File: src/rtl/sprite_engine_if.sv
// rtl/sprite_engine_if.sv - beam, attribute-write, bitmap ROM and pixel signals of sprite_engine
// master drives beam/writes/ROM data; slave is the sprite engine.
interface sprite_engine_if #(
    parameter int NSPR   = 4,
    parameter int SPR_W  = 8,
    parameter int SPR_H  = 16,
    parameter int CODE_W = 4
);
    localparam int IDX_W  = (NSPR > 1) ? $clog2(NSPR) : 1;
    localparam int ADDR_W = CODE_W + $clog2(SPR_H);

    logic [10:0]       hpos;
    logic [10:0]       vpos;
    logic              display_on;
    logic              wr_en;
    logic [IDX_W-1:0]  wr_idx;
    logic [10:0]       wr_x;
    logic [10:0]       wr_y;
    logic [CODE_W-1:0] wr_code;
    logic [2:0]        wr_color;
    logic              wr_hflip;
    logic              wr_ena;
    logic [ADDR_W-1:0] bmp_addr;
    logic [SPR_W-1:0]  bmp_data;
    logic              pix_on;
    logic [2:0]        pix_rgb;
    logic              collision;

    modport master (
        output hpos, vpos, display_on,
        output wr_en, wr_idx, wr_x, wr_y, wr_code, wr_color, wr_hflip, wr_ena,
        input  bmp_addr,
        output bmp_data,
        input  pix_on, pix_rgb, collision
    );

    modport slave (
        input  hpos, vpos, display_on,
        input  wr_en, wr_idx, wr_x, wr_y, wr_code, wr_color, wr_hflip, wr_ena,
        output bmp_addr,
        input  bmp_data,
        output pix_on, pix_rgb, collision
    );
endinterface

File: src/rtl/sprite_engine.sv
// rtl/sprite_engine.sv - multi-sprite overlay with hblank bitmap fetch, fixed priority and collision flag
// Optional feature macro: SPRITE_HFLIP_EN (per-sprite horizontal flip).
module sprite_engine #(
    parameter int NSPR     = 4,
    parameter int SPR_W    = 8,
    parameter int SPR_H    = 16,
    parameter int CODE_W   = 4,
    parameter int H_ACTIVE = 640,
    parameter int V_ACTIVE = 480,
    parameter int V_TOTAL  = 520
) (
    input  logic           CLK,
    input  logic           RST,
    sprite_engine_if.slave bus
);
    localparam int IDX_W  = (NSPR > 1) ? $clog2(NSPR) : 1;
    localparam int ROW_W  = $clog2(SPR_H);
    localparam int COL_W  = (SPR_W > 1) ? $clog2(SPR_W) : 1;
    localparam int ADDR_W = CODE_W + ROW_W;

    localparam logic [10:0]      HA       = 11'(H_ACTIVE);
    localparam logic [10:0]      VA       = 11'(V_ACTIVE);
    localparam logic [10:0]      VLAST    = 11'(V_TOTAL - 1);
    localparam logic [10:0]      SPR_H_11 = 11'(SPR_H);
    localparam logic [10:0]      SPR_W_11 = 11'(SPR_W);
    localparam logic [IDX_W-1:0] LAST_IDX = IDX_W'(NSPR - 1);
    localparam logic [COL_W-1:0] COL_MAX  = COL_W'(SPR_W - 1);

    typedef enum logic [1:0] {
        S_IDLE = 2'd0,
        S_ADDR = 2'd1,
        S_DATA = 2'd2
    } state_t;

    // Shadow set takes CPU writes; active set is what the beam renders.
    logic [10:0]       sh_x_q     [NSPR];
    logic [10:0]       sh_y_q     [NSPR];
    logic [CODE_W-1:0] sh_code_q  [NSPR];
    logic [2:0]        sh_color_q [NSPR];
    logic [NSPR-1:0]   sh_en_q;
    logic [10:0]       ac_x_q     [NSPR];
    logic [10:0]       ac_y_q     [NSPR];
    logic [CODE_W-1:0] ac_code_q  [NSPR];
    logic [2:0]        ac_color_q [NSPR];
    logic [NSPR-1:0]   ac_en_q;
    logic [NSPR-1:0]   flip;

    logic [SPR_W-1:0]  linebuf_q  [NSPR];
    logic [NSPR-1:0]   lvalid_q;

    state_t            state_q, state_d;
    logic [IDX_W-1:0]  idx_q, idx_d;
    logic              hit_q, hit_d;
    logic [ADDR_W-1:0] addr_q, addr_d;
    logic              lb_we;
    logic [10:0]       next_line;
    logic [10:0]       row;
    logic              row_hit;

    logic [10:0]       col     [NSPR];
    logic [COL_W-1:0]  bit_idx [NSPR];
    logic [NSPR-1:0]   opaque;
    logic              any_opaque;
    logic              multi_opaque;
    logic [2:0]        rgb_sel;

    logic              pix_on_q;
    logic [2:0]        pix_rgb_q;
    logic              collision_q;
    logic              swap;

    assign swap = (bus.hpos == 11'd0) && (bus.vpos == VA);

    // Swap copies the pre-write shadow value, so a coincident write waits a frame.
    always_ff @(posedge CLK or negedge RST) begin
        if (!RST) begin
            for (int i = 0; i < NSPR; i++) begin
                sh_x_q[i]     <= '0;
                sh_y_q[i]     <= '0;
                sh_code_q[i]  <= '0;
                sh_color_q[i] <= '0;
                ac_x_q[i]     <= '0;
                ac_y_q[i]     <= '0;
                ac_code_q[i]  <= '0;
                ac_color_q[i] <= '0;
            end
            sh_en_q <= '0;
            ac_en_q <= '0;
        end else begin
            if (swap) begin
                for (int i = 0; i < NSPR; i++) begin
                    ac_x_q[i]     <= sh_x_q[i];
                    ac_y_q[i]     <= sh_y_q[i];
                    ac_code_q[i]  <= sh_code_q[i];
                    ac_color_q[i] <= sh_color_q[i];
                end
                ac_en_q <= sh_en_q;
            end
            if (bus.wr_en) begin
                sh_x_q[bus.wr_idx]     <= bus.wr_x;
                sh_y_q[bus.wr_idx]     <= bus.wr_y;
                sh_code_q[bus.wr_idx]  <= bus.wr_code;
                sh_color_q[bus.wr_idx] <= bus.wr_color;
                sh_en_q[bus.wr_idx]    <= bus.wr_ena;
            end
        end
    end

`ifdef SPRITE_HFLIP_EN
    logic [NSPR-1:0] sh_hflip_q;
    logic [NSPR-1:0] ac_hflip_q;

    always_ff @(posedge CLK or negedge RST) begin
        if (!RST) begin
            sh_hflip_q <= '0;
            ac_hflip_q <= '0;
        end else begin
            if (swap) begin
                ac_hflip_q <= sh_hflip_q;
            end
            if (bus.wr_en) begin
                sh_hflip_q[bus.wr_idx] <= bus.wr_hflip;
            end
        end
    end

    assign flip = ac_hflip_q;
`else
    assign flip = '0;
`endif

    always_ff @(posedge CLK or negedge RST) begin
        if (!RST) begin
            state_q <= S_IDLE;
            idx_q   <= '0;
            hit_q   <= 1'b0;
            addr_q  <= '0;
        end else begin
            state_q <= state_d;
            idx_q   <= idx_d;
            hit_q   <= hit_d;
            addr_q  <= addr_d;
        end
    end

    // The ROM samples bmp_addr at the end of ADDR, so the address is presented
    // combinationally during ADDR and held in addr_q afterwards.
    always_comb begin
        state_d   = state_q;
        idx_d     = idx_q;
        hit_d     = hit_q;
        addr_d    = addr_q;
        lb_we     = 1'b0;
        next_line = (bus.vpos == VLAST) ? 11'd0 : (bus.vpos + 11'd1);
        row       = next_line - ac_y_q[idx_q];
        row_hit   = ac_en_q[idx_q] && (row < SPR_H_11);
        unique case (state_q)
            S_IDLE: begin
                if (bus.hpos == HA) begin
                    state_d = S_ADDR;
                    idx_d   = '0;
                end
            end
            S_ADDR: begin
                hit_d   = row_hit;
                state_d = S_DATA;
                if (row_hit) begin
                    addr_d = {ac_code_q[idx_q], row[ROW_W-1:0]};
                end
            end
            S_DATA: begin
                lb_we = 1'b1;
                if (idx_q == LAST_IDX) begin
                    state_d = S_IDLE;
                end else begin
                    idx_d   = idx_q + 1'b1;
                    state_d = S_ADDR;
                end
            end
            default: state_d = S_IDLE;
        endcase
    end

    assign bus.bmp_addr = addr_d;

    always_ff @(posedge CLK or negedge RST) begin
        if (!RST) begin
            for (int i = 0; i < NSPR; i++) begin
                linebuf_q[i] <= '0;
            end
            lvalid_q <= '0;
        end else if (lb_we) begin
            lvalid_q[idx_q] <= hit_q;
            if (hit_q) begin
                linebuf_q[idx_q] <= bus.bmp_data;
            end
        end
    end

    // Lowest index wins: the first opaque sprite found supplies the colour.
    always_comb begin
        any_opaque   = 1'b0;
        multi_opaque = 1'b0;
        rgb_sel      = 3'b000;
        opaque       = '0;
        for (int i = 0; i < NSPR; i++) begin
            col[i]     = bus.hpos - ac_x_q[i];
            bit_idx[i] = flip[i] ? col[i][COL_W-1:0] : (COL_MAX - col[i][COL_W-1:0]);
            opaque[i]  = lvalid_q[i] && (col[i] < SPR_W_11) && linebuf_q[i][bit_idx[i]];
            if (opaque[i]) begin
                if (any_opaque) begin
                    multi_opaque = 1'b1;
                end else begin
                    rgb_sel = ac_color_q[i];
                end
                any_opaque = 1'b1;
            end
        end
    end

    always_ff @(posedge CLK or negedge RST) begin
        if (!RST) begin
            pix_on_q    <= 1'b0;
            pix_rgb_q   <= 3'b000;
            collision_q <= 1'b0;
        end else begin
            pix_on_q  <= bus.display_on && any_opaque;
            pix_rgb_q <= (bus.display_on && any_opaque) ? rgb_sel : 3'b000;
            if (swap) begin
                collision_q <= 1'b0;
            end else if (bus.display_on && multi_opaque) begin
                collision_q <= 1'b1;
            end
        end
    end

    assign bus.pix_on    = pix_on_q;
    assign bus.pix_rgb   = pix_rgb_q;
    assign bus.collision = collision_q;
endmodule
File: src/flat_wrapper.sv
// flat-port wrapper written by rule: the top's interface ports become plain ports
module sprite_engine_flat 
#(
    parameter int NSPR     = 4,
    parameter int SPR_W    = 8,
    parameter int SPR_H    = 16,
    parameter int CODE_W   = 4,
    parameter int H_ACTIVE = 640,
    parameter int V_ACTIVE = 480,
    parameter int V_TOTAL  = 520
)
  (CLK, RST, bus_hpos, bus_vpos, bus_display_on, bus_wr_en, bus_wr_idx, bus_wr_x, bus_wr_y, bus_wr_code, bus_wr_color, bus_wr_hflip, bus_wr_ena, bus_bmp_addr, bus_bmp_data, bus_pix_on, bus_pix_rgb, bus_collision);
  sprite_engine_if #(.NSPR(NSPR), .SPR_W(SPR_W), .SPR_H(SPR_H), .CODE_W(CODE_W)) bus_i ();
  input  logic CLK;
  input  logic RST;
  input wire logic [$bits(bus_i.hpos)-1:0] bus_hpos;
  input wire logic [$bits(bus_i.vpos)-1:0] bus_vpos;
  input wire logic [$bits(bus_i.display_on)-1:0] bus_display_on;
  input wire logic [$bits(bus_i.wr_en)-1:0] bus_wr_en;
  input wire logic [$bits(bus_i.wr_idx)-1:0] bus_wr_idx;
  input wire logic [$bits(bus_i.wr_x)-1:0] bus_wr_x;
  input wire logic [$bits(bus_i.wr_y)-1:0] bus_wr_y;
  input wire logic [$bits(bus_i.wr_code)-1:0] bus_wr_code;
  input wire logic [$bits(bus_i.wr_color)-1:0] bus_wr_color;
  input wire logic [$bits(bus_i.wr_hflip)-1:0] bus_wr_hflip;
  input wire logic [$bits(bus_i.wr_ena)-1:0] bus_wr_ena;
  output wire logic [$bits(bus_i.bmp_addr)-1:0] bus_bmp_addr;
  input wire logic [$bits(bus_i.bmp_data)-1:0] bus_bmp_data;
  output wire logic [$bits(bus_i.pix_on)-1:0] bus_pix_on;
  output wire logic [$bits(bus_i.pix_rgb)-1:0] bus_pix_rgb;
  output wire logic [$bits(bus_i.collision)-1:0] bus_collision;
  assign bus_i.hpos = bus_hpos;
  assign bus_i.vpos = bus_vpos;
  assign bus_i.display_on = bus_display_on;
  assign bus_i.wr_en = bus_wr_en;
  assign bus_i.wr_idx = bus_wr_idx;
  assign bus_i.wr_x = bus_wr_x;
  assign bus_i.wr_y = bus_wr_y;
  assign bus_i.wr_code = bus_wr_code;
  assign bus_i.wr_color = bus_wr_color;
  assign bus_i.wr_hflip = bus_wr_hflip;
  assign bus_i.wr_ena = bus_wr_ena;
  assign bus_bmp_addr = bus_i.bmp_addr;
  assign bus_i.bmp_data = bus_bmp_data;
  assign bus_pix_on = bus_i.pix_on;
  assign bus_pix_rgb = bus_i.pix_rgb;
  assign bus_collision = bus_i.collision;
  sprite_engine #(.NSPR(NSPR), .SPR_W(SPR_W), .SPR_H(SPR_H), .CODE_W(CODE_W), .H_ACTIVE(H_ACTIVE), .V_ACTIVE(V_ACTIVE), .V_TOTAL(V_TOTAL)) u_core (.CLK(CLK), .RST(RST), .bus(bus_i));
endmodule
File: config.mk
export PLATFORM = sky130hd
export DESIGN_NAME = sprite_engine_flat
export DESIGN_NICKNAME = d
export VERILOG_FILES = /design/src/rtl/sprite_engine_if.sv /design/src/rtl/sprite_engine.sv /design/src/flat_wrapper.sv
export SDC_FILE = /design/constraint.sdc
export NUM_CORES = 1
export LEC_CHECK = 0
export CAP_MARGIN = 20
export CORE_ASPECT_RATIO = 1.2
export CORE_MARGIN = 1
export CORE_UTILIZATION = 37
export CTS_CLUSTER_SIZE = 10
export DETAILED_ROUTE_END_ITERATION = 16
export GPL_TIMING_DRIVEN = 0
export PLACE_DENSITY = 0.63
export SLEW_MARGIN = 20
export SYNTH_ARGS = -nofsm -noshare
export SYNTH_HDL_FRONTEND = slang
export SYNTH_SLANG_ARGS = --single-unit
File: constraint.sdc
create_clock -name CLK -period 9.13 [get_ports CLK]
set_clock_uncertainty 0.1 [all_clocks]
set_input_delay 0.913 -clock CLK [delete_from_list [all_inputs] [get_ports CLK]]
set_output_delay 0.913 -clock CLK [all_outputs]
set_load 0.01 [all_outputs]
* After elaboration in Yosys (flattened, before gate mapping)
Index checks and enable logic that the tools add are counted.
** Storage, ports and cells
- Flip-flop bits (word level) :: 294
** Cells by class
- Add/sub/neg operators :: 11
- $lt $le $gt $ge :: 17
- Equality and inequality tests :: 8
- Muxes and demuxes :: 65
- Bitwise gates (word level) :: 2
- Reductions and logical operators :: 22
** Operators with widths (number)
- bitwise mux 44 bit :: 2
- subtractor 11 bit :: 5
- less-than comparator 11 x 4 -> 1 bit (second input constant) :: 4
- two-way mux 11 bit :: 4
- bitwise mux 32 bit :: 1
- two-way mux 3 bit :: 9
- two-way mux 8 bit :: 3
- binary-select mux 11 bit (select 2 bit) :: 1
- demux 11 bit (select 2 bit) :: 1
- == test 11 x 10 -> 1 bit (second input constant) :: 2
- two-way mux 1 bit :: 21
- bitwise mux 16 bit :: 1
- demux 8 bit (select 2 bit) :: 1
- logical AND 1 bit :: 16
- less-than comparator 3 x 4 -> 1 bit (second input constant) :: 4
- binary-select mux 1 bit (select 3 bit) :: 4
- bitwise mux 12 bit :: 1
- two-way mux 4 bit :: 3
- subtractor 3 bit (first input constant) :: 4
- adder 11 x 1 -> 11 bit (second input constant) :: 1
- == test 11 x 9 -> 1 bit (second input constant) :: 1
- logical NOT 11 bit :: 1
- less-than comparator 11 x 5 -> 1 bit (second input constant) :: 1
- binary-select mux 4 bit (select 2 bit) :: 1
- other kinds (22) :: 33

* Depth between registers and ports, before layout
Gate-level depths: netlist of run 1.
- Word-level depth :: 15
- Mapped depth :: 16
- Gate-level depth less buffers :: 16

* Worst setup path before layout of run 1
Ideal clock, no wire load.
- Kind :: register -> output
- Start :: register u_core.idx_q[0]
- End :: output bus_bmp_addr[2]
- Data arrival time :: 3.966 ns
- Data required time :: 8.117 ns
- Slack :: 4.151 ns
- Cell stages (with the launch flop) :: 15
- Path buffers :: 2
- Path through :: dfrtp_1 -> buf_2 -> buf_1 -> mux4_2 -> ha_1 -> fa_1 -> nor2b_1 -> o21ai_0 -> a21boi_0 -> o21ai_0 -> a21oi_1 -> a31oi_1 -> xnor2_1 -> nor2_2 -> mux2_2
** Between the ends
- Cells in the longest elaborated chain, start to end :: 9
- Elaborated cells between the ends (all ways) :: 11
- Classes of those cells :: add/sub (1); order compare (1); mux (7); bitwise (1); reduce/logical (1)
** RTL lines
- start: declaration :: line sprite_engine.sv:52 : logic [IDX_W-1:0] idx_q, idx_d;
- start signal: assignment :: line sprite_engine.sv:140 : idx_q <= idx_d;
- inverter 2 -> 3 bit (implied by the code) :: line sprite_engine.sv:155 : row = next_line - ac_y_q[idx_q];
- binary-select mux 11 bit (select 2 bit) :: line sprite_engine.sv:155
- two-way mux 11 bit (implied by the code) (2 in a row) :: line sprite_engine.sv:155
- subtractor 11 bit :: line sprite_engine.sv:155
- less-than comparator 11 x 5 -> 1 bit :: line sprite_engine.sv:156 : row_hit = ac_en_q[idx_q] && (row < SPR_H_11);
- logical AND 1 bit :: line sprite_engine.sv:156
- two-way mux 8 bit (*) :: line sprite_engine.sv:167 : if (row_hit) begin
- two-way mux 8 bit (*) :: line sprite_engine.sv:157 : unique case (state_q)
- end: declaration :: line flat_wrapper.sv:27 : output wire logic [$bits(bus_i.bmp_addr)-1:0] bus_bmp_addr;
Mark *: on every way between the ends. The rest lies on a longest branch, timed or not. The select of a mux whose other input is x is not followed.

* Worst setup path after layout of run 1
- Start :: register u_core.idx_q[0]
- End :: output bus_bmp_addr[7]
** Between the ends
- Cells in the longest elaborated chain, start to end :: 9
- Elaborated cells between the ends (all ways) :: 14
- Classes of those cells :: add/sub (1); order compare (1); mux (10); bitwise (1); reduce/logical (1)
** RTL lines (line)
- inverter 2 -> 3 bit (implied by the code) :: sprite_engine.sv:155, sprite_engine.sv:168
- binary-select mux 11 bit (select 2 bit) :: sprite_engine.sv:155
- two-way mux 11 bit (implied by the code) (2 in a row) :: sprite_engine.sv:155
- subtractor 11 bit :: sprite_engine.sv:155
- less-than comparator 11 x 5 -> 1 bit :: sprite_engine.sv:156
- logical AND 1 bit :: sprite_engine.sv:156
- two-way mux 8 bit (*) :: sprite_engine.sv:167
- two-way mux 8 bit (*) :: sprite_engine.sv:157
Marks and branches as above.

==> flow_summary_export.csv, run 1 <==
group,metric,value,unit
pwr,irDropWorstVdd,106,uV
detailed_routing,routed-via-count,9295,
synthesis,synth.area.top_cells,"dfrtp_1 (51%), mux2_2 (19%), ha_1 (4.9%)",
synthesis,ys_seq_area_frac,0.514,
timing,min_period,7010,ps
setup_path,r2r_cells,14,
timing,period_share,0.768,
synthesis,synth.avg_cell_area,12.4,um^2
global_routing,track_usage,0.180,
clocking,postCtsSetupBuffers,0,
clocking,post_cts_resized,0,
finish,fin_nets,1402,
setup_path,crit_required,8120,ps
clocking,root_buffer,"clkbuf_16",
global_routing,met1_usage,0.225,
floorplanning,start_util,0.377,
timing,grt_setup_unrepaired,"no",
synthesis,syn_area,14300,um^2
synthesis,synth_seq_cells,294,
pwr,p_per_area,176,nW/um^2
timing,finalMaxSlewViolations,0,
setup_path,cp-start-kind,"flop",
detailed_routing,drt-initial-drc-count,469,
timing,slew_headroom,0.327,
detailed_routing,first_pass_iters,4,
floorplanning,coreArea,38000,um^2
clocking,htree_levels,2,
detailed_routing,wl_per_cell,19.5,um
clocking,cts.sinks,294,
synthesis,yosys_warnings,0,
synthesis,synth_largest_area_cell,"dfrtp_1",
setup_path,criticalPathCategory,"flop to output port",
finish,fin_cells,1757,
detailed_routing,postRouteAntennaNets,0,
detailed_routing,totalWireLength,34.3,mm
synthesis,synth_cells,1156,
floorplanning,die_h,217,um
floorplanning,core.rowCount,78,
finish,nFillCells,3508,
setup_path,crit_fanout,10,
synthesis,syn-num-nets,1284,
finish,fin_area,16700,um^2
timing,worst_pin_slew,1010,ps
global_routing,grt_pass1_wl,54.7,mm
clocking,clockBufferDepth,3,
detailed_routing,drc,0,
placed_design,dp_hpwl,24.6,mm
placed_design,gp_congestion,0.878,
synthesis,async_reset_ff_frac,1.00,
global_routing,grt_antenna_before_repair,0,
placed_design,port-buffer-count,77,
synthesis,synth.most_common_cell,"dfrtp_1",
placed_design,dp_cells,1717,
flow_run,maxCapViolCount,0,
global_routing,grt_max_degree,101,
global_routing,use_met2,0.324,
clocking,cts_buffers,35,
timing,hold_viol_final,0,
synthesis,ys_types,67,
clocking,cts_hold_buf,0,
global_routing,globalRouteMet3Util,0.0256,
setup_path,crit_arrival,6000,ps
floorplanning,io_pins,80,
worst_hold_path,hold_path.class,"input port to asynchronous set/reset pin",
finish,syn2layout_area_growth,16.6,%
global_routing,grt_pass1_vias,9832,
synthesis,synth_edf_count,0,
finish,diodes,0,
run_status,status,"finished clean",
floorplanning,die-area,39500,um^2
clocking,cts_tree,"built",
timing,clock.fmax,0.143,GHz
pwr,p_leak,7.53,nW
timing,setup_viol,0,
synthesis,ys.flop_type,"dfrtp_1",
placed_design,placed_area,15800,um^2
clocking,clk_pin_slew,50,ps
finish,layout-drive-gt1-share,0.255,
synthesis,synthTopCellsByCount,"dfrtp_1 (294), mux2_2 (241), nand2_1 (86), inv_1 (80), o21ai_0 (67)",
detailed_routing,via_per_inst,5.29,
clocking,clock_latency,510,ps
global_routing,grt-ovfl-total,0,
synthesis,synth_top_area_frac,0.514,
floorplanning,fp.dieW,182,um
setup_path,critPathCaptureType,"output port",
global_routing,busiest_layer,"met2",
## kinds of logic (layout without fill, tap and decap cells)
logic type	after synthesis	count (layout)	synth area share
simple gates	212	212	0.0720
compound gates	165	165	0.0715
fa+ha+maj	62	62	0.0567
xor+xnor	25	25	0.0153
mux	280	280	0.239
flops	294	294	0.514
buf+inv	118	239	0.0314
## worst max-delay path, stage by stage (launching register included)
cell and delay [ps]:
dfrtp_1 380, buf_2 370, buf_1 730, mux4_2 610
ha_1 220, fa_1 410, nor2b_1 120, o21ai_0 100
a21boi_0 260, o21ai_0 150, a21oi_1 230, a31oi_1 140
xnor2_1 170, nor2_2 650, mux2_2 420, clkdlybuf4s50_1 490
## state kept, by name (all words and copies together) (netlist names), 8 cells and up
name,flops
u_core.sh_code_q,16
u_core.ac_code_q,16
u_core.addr_q,8
u_core.sh_color_q,12
u_core.ac_x_q,44
u_core.ac_y_q,44
u_core.ac_color_q,12
u_core.sh_y_q,44
u_core.linebuf_q,32
u_core.sh_x_q,44
## per-stage QoR
step | worst slack (ps) | total power (W) | hold WS [ps] | util | setup TNS (ps)
after global routing | 1740 | 0.00306 | 113 | 0.440 | 0
final | 2120 | 0.00293 | 126 | 0.440 | 0
after CTS | 1930 | 0.00297 | 105 | 0.439 | 0
after detailed placement | 2490 | 0.00178 | 362 | 0.416 | 0
after floorplan | 4150 | 0.00165 | 339 | - | 0
after global placement | -5320 | 0.00177 | 353 | 0.413 | -1551750
## cell usage in the layout, fill, tap and decap left out, types with 14 or more instances in the layout
cell and instances:
a21oi_1 31, ha_1 56, nor2_1 33, o21ai_0 67
xnor2_1 17, mux2_2 241, nor3_1 16, clkbuf_1 34
inv_1 80, clkdlybuf4s50_1 76, mux2i_1 14, nand2_1 86
dfrtp_1 294, clkbuf_16 35, mux4_2 25
## final timing paths
path / from / endpoint / slack, ps
max in group asynchronous: RST / u_core.linebuf_q[28]$_DFFE_PN0P_ / 7660
worst max-delay path: u_core.idx_q[0]$_DFFE_PN0P_ / bus_bmp_addr[7] / 2120
worst min-delay path: RST / u_core.ac_y_q[0]$_DFFE_PN0P_ / 130
worst max register to register: u_core.idx_q[0]$_DFFE_PN0P_ / u_core.addr_q[5]$_DFF_PN0_ / 3910
min in group CLK: u_core.sh_x_q[31]$_DFFE_PN0P_ / u_core.ac_x_q[31]$_DFFE_PN0P_ / 370
worst min register to register: u_core.sh_x_q[31]$_DFFE_PN0P_ / u_core.ac_x_q[31]$_DFFE_PN0P_ / 370
## area by class of cell
cell class | count | area [um^2] | area share
Buffer | 37 | 145 | 0.00870
Clock inverter | 2 | 13.8 | 0.000825
Sequential cell | 294 | 7360 | 0.441
Multi-Input combinational cell | 744 | 6510 | 0.390
Timing Repair Buffer | 81 | 866 | 0.0519
Inverter | 81 | 304 | 0.0182
Tap cell | 480 | 601 | 0.0360
Clock buffer | 38 | 887 | 0.0532
## power breakdown
| group | internal (W) | switching (W) |
|---|---|---|
| Combinational | 0.000155 | 0.000137 |
| Clock | 0.000681 | 0.000492 |
| Sequential | 0.00141 | 0.0000514 |
| Total | 0.00225 | 0.000681 |
## routing by layer
metal	vias up	share of wire
met1	4762	0.43
met4	0	0.019
met2	135	0.52
li1	4351	-
met5	-	0
met3	47	0.032
Note: power is estimated with default switching activity, not from simulation.
==> run 2, diff against run 1 <==
==> constraint.sdc (replaced) <==
create_clock -name CLK -period 6.7 [get_ports CLK]
set_clock_uncertainty 0.1 [all_clocks]
set_input_delay 0.67 -clock CLK [delete_from_list [all_inputs] [get_ports CLK]]
set_output_delay 0.67 -clock CLK [all_outputs]
set_load 0.01 [all_outputs]
==> flow_summary_export.csv, run 2 (synthesized netlist as in run 1, its figures left out) <==
group,metric,value,unit
run_status,status,"finished clean",
pwr,irDropWorstVdd,144,uV
global_routing,grt_antenna_before_repair,0,
finish,layout-drive-gt1-share,0.257,
timing,hold_viol_final,0,
timing,grt_setup_unrepaired,"no",
clocking,cts_buffers,35,
clocking,postCtsSetupBuffers,0,
setup_path,crit_fanout,10,
detailed_routing,routed-via-count,9304,
detailed_routing,via_per_inst,5.29,
detailed_routing,totalWireLength,34.2,mm
pwr,combPwrFrac,0.100,
setup_path,crit_arrival,5460,ps
timing,min_period,6230,ps
finish,fin_nets,1403,
global_routing,grt_pass1_wl,54.8,mm
finish,final_cell_mix,"dfrtp_1 (294), mux2_2 (241), nand2_1 (86), inv_1 (80), clkdlybuf4s50_1 (76)",
timing,setup_viol,0,
setup_path,path_delay_family,"buffers and inverters",
floorplanning,die-area,39500,um^2
timing,clock.fmax,0.161,GHz
placed_design,port-buffer-count,77,
timing,fin_ws,473,ps
timing,finalMaxSlewViolations,0,
clocking,cts_tree,"built",
setup_path,critPathCaptureType,"output port",
detailed_routing,first_pass_iters,5,
finish,syn2layout_area_growth,16.8,%
setup_path,criticalPathCategory,"flop to output port",
pwr,swShare,0.233,
placed_design,dp_slack,306,ps
timing,worst_pin_slew,970,ps
clocking,clockBufferDepth,3,
finish,ff_latch_area,7360,um^2
timing,period_share,0.929,
setup_path,cp_slowest_stage_delay,570,ps
floorplanning,start_util,0.377,
global_routing,grt_pass1_vias,9852,
timing,slew_headroom,0.353,
setup_path,r2r_start,"u_core.idx_q[0]$_DFFE_PN0P_",
floorplanning,fp.dieW,182,um
pwr,internal_power,0.00306,W
setup_path,cp_cell_sequence,"buf_2 -> clkbuf_2 -> mux4_2 -> ha_1 -> fa_1 -> nor2b_1 -> o21ai_0 -> a21boi_0 -> o21ai_0 -> a21oi_1 -> a31oi_1 -> xnor2_1 -> nor2_4 -> mux2_2 -> clkdlybuf4s50_1",
pwr,p_leak,7.53,nW
pwr,p_clk_frac,0.400,
setup_path,crit_required,5930,ps
setup_path,rrSetupSlack,2020,ps
setup_path,slowest_stage,"mux4_2",
finish,multi_input_area,6520,um^2
floorplanning,coreArea,38000,um^2
floorplanning,io_pins,80,
global_routing,track_usage,0.181,
clocking,root_buffer,"clkbuf_16",
finish,fin_area,16700,um^2
setup_path,cp-start-kind,"flop",
pwr,power.switching,0.000930,W
finish,nFillCells,3509,
placed_design,dp_hpwl,24.6,mm
detailed_routing,wl_per_cell,19.5,um
placed_design,gp_congestion,0.878,
pwr,p_seq_frac,0.499,
placed_design,placed_area,15800,um^2
floorplanning,core.rowCount,78,
worst_hold_path,hp-start,"u_core.sh_x_q[31]$_DFFE_PN0P_",
detailed_routing,drt-initial-drc-count,457,
finish,final_common_cell,"dfrtp_1",
worst_hold_path,hold_path.class,"flop to flop",
finish,utilization,0.440,
clocking,htree_levels,2,
detailed_routing,drc,0,
detailed_routing,postRouteAntennaNets,0,
setup_path,critPathBufInv,3,
clocking,clock_latency,510,ps
global_routing,grt-ovfl-total,0,
floorplanning,die_h,217,um
flow_run,maxCapViolCount,0,
global_routing,grt_max_degree,101,
setup_path,cp-startpoint,"u_core.idx_q[0]$_DFFE_PN0P_",
setup_path,path_common_cell,"o21ai_0",
finish,diodes,0,
clocking,cts.sinks,294,
clocking,clk_pin_slew,60,ps
pwr,p_per_area,239,nW/um^2
pwr,finalPower,0.00399,W
run 2: cell count changes in the layout (fill, tap and decap cells not counted), sizes merged:
cell / delta
dlygate4sd3: +1
buf: -1
clkbuf: +1
run 2: path summary, 6_finish.rpt:
path	endpoint	cells after the start
max in group asynchronous	u_core.linebuf_q[28]$_DFFE_PN0P_	4
max reg2reg	u_core.addr_q[2]$_DFF_PN0_	14
min in group asynchronous	u_core.ac_y_q[0]$_DFFE_PN0P_	2
max	bus_bmp_addr[7]	15
min	u_core.ac_x_q[31]$_DFFE_PN0P_	2
min reg2reg	u_core.ac_x_q[31]$_DFFE_PN0P_	2
run 2: area by class of cell:
type / count / area share
Clock buffer: 38 / 0.0531
Timing Repair Buffer: 82 / 0.0524
Clock inverter: 2 / 0.000824
Multi-Input combinational cell: 744 / 0.390
Buffer: 37 / 0.00884
Inverter: 81 / 0.0182
Sequential cell: 294 / 0.440
Tap cell: 480 / 0.0360
run 2: routing by layer:
metal  global-route usage  wire length (um)
met1                0.225             14600
met2                0.325             17700
met3               0.0256              1190
met4               0.0492               680
met5                    0                 0
run 2: power by group through the flow:
stage | clock, W | combinational, W | sequential, W
after global placement | 0 | 0.000387 | 0.00202
after global routing | 0.00172 | 0.000440 | 0.00201
after CTS | 0.00165 | 0.000407 | 0.00199
after detailed placement | 0 | 0.000404 | 0.00202
final | 0.00160 | 0.000400 | 0.00200
after floorplan | 0 | 0.000245 | 0.00200
run 2: worst register-to-register path, delay by kind of cell, from the launching register on:
family	cells	cell delay [ps]
muxes	2	990
adders and majority gates	2	630
xor gates and xnor gates	1	190
AOI/OAI and AO/OA	5	880
buffers and inverters	2	830
DFF	1	380
and+or+nand+nor	2	540
run 2: through the flow:
step,TNS [ps],hold WS [ps],cells
after floorplan,0,274,1156
after global placement,-2194730,353,1713
after detailed placement,0,362,1717
after CTS,0,366,1758
after global routing,0,389,1758
final,0,366,1758
run 2: what timing repair did:
item	in CTS	in global routing
endpoints found under the setup margin	8	8
hold buffers	1	0
endpoints found under the hold margin	16	0
gates resized for setup	2	3
pin swaps	0	0
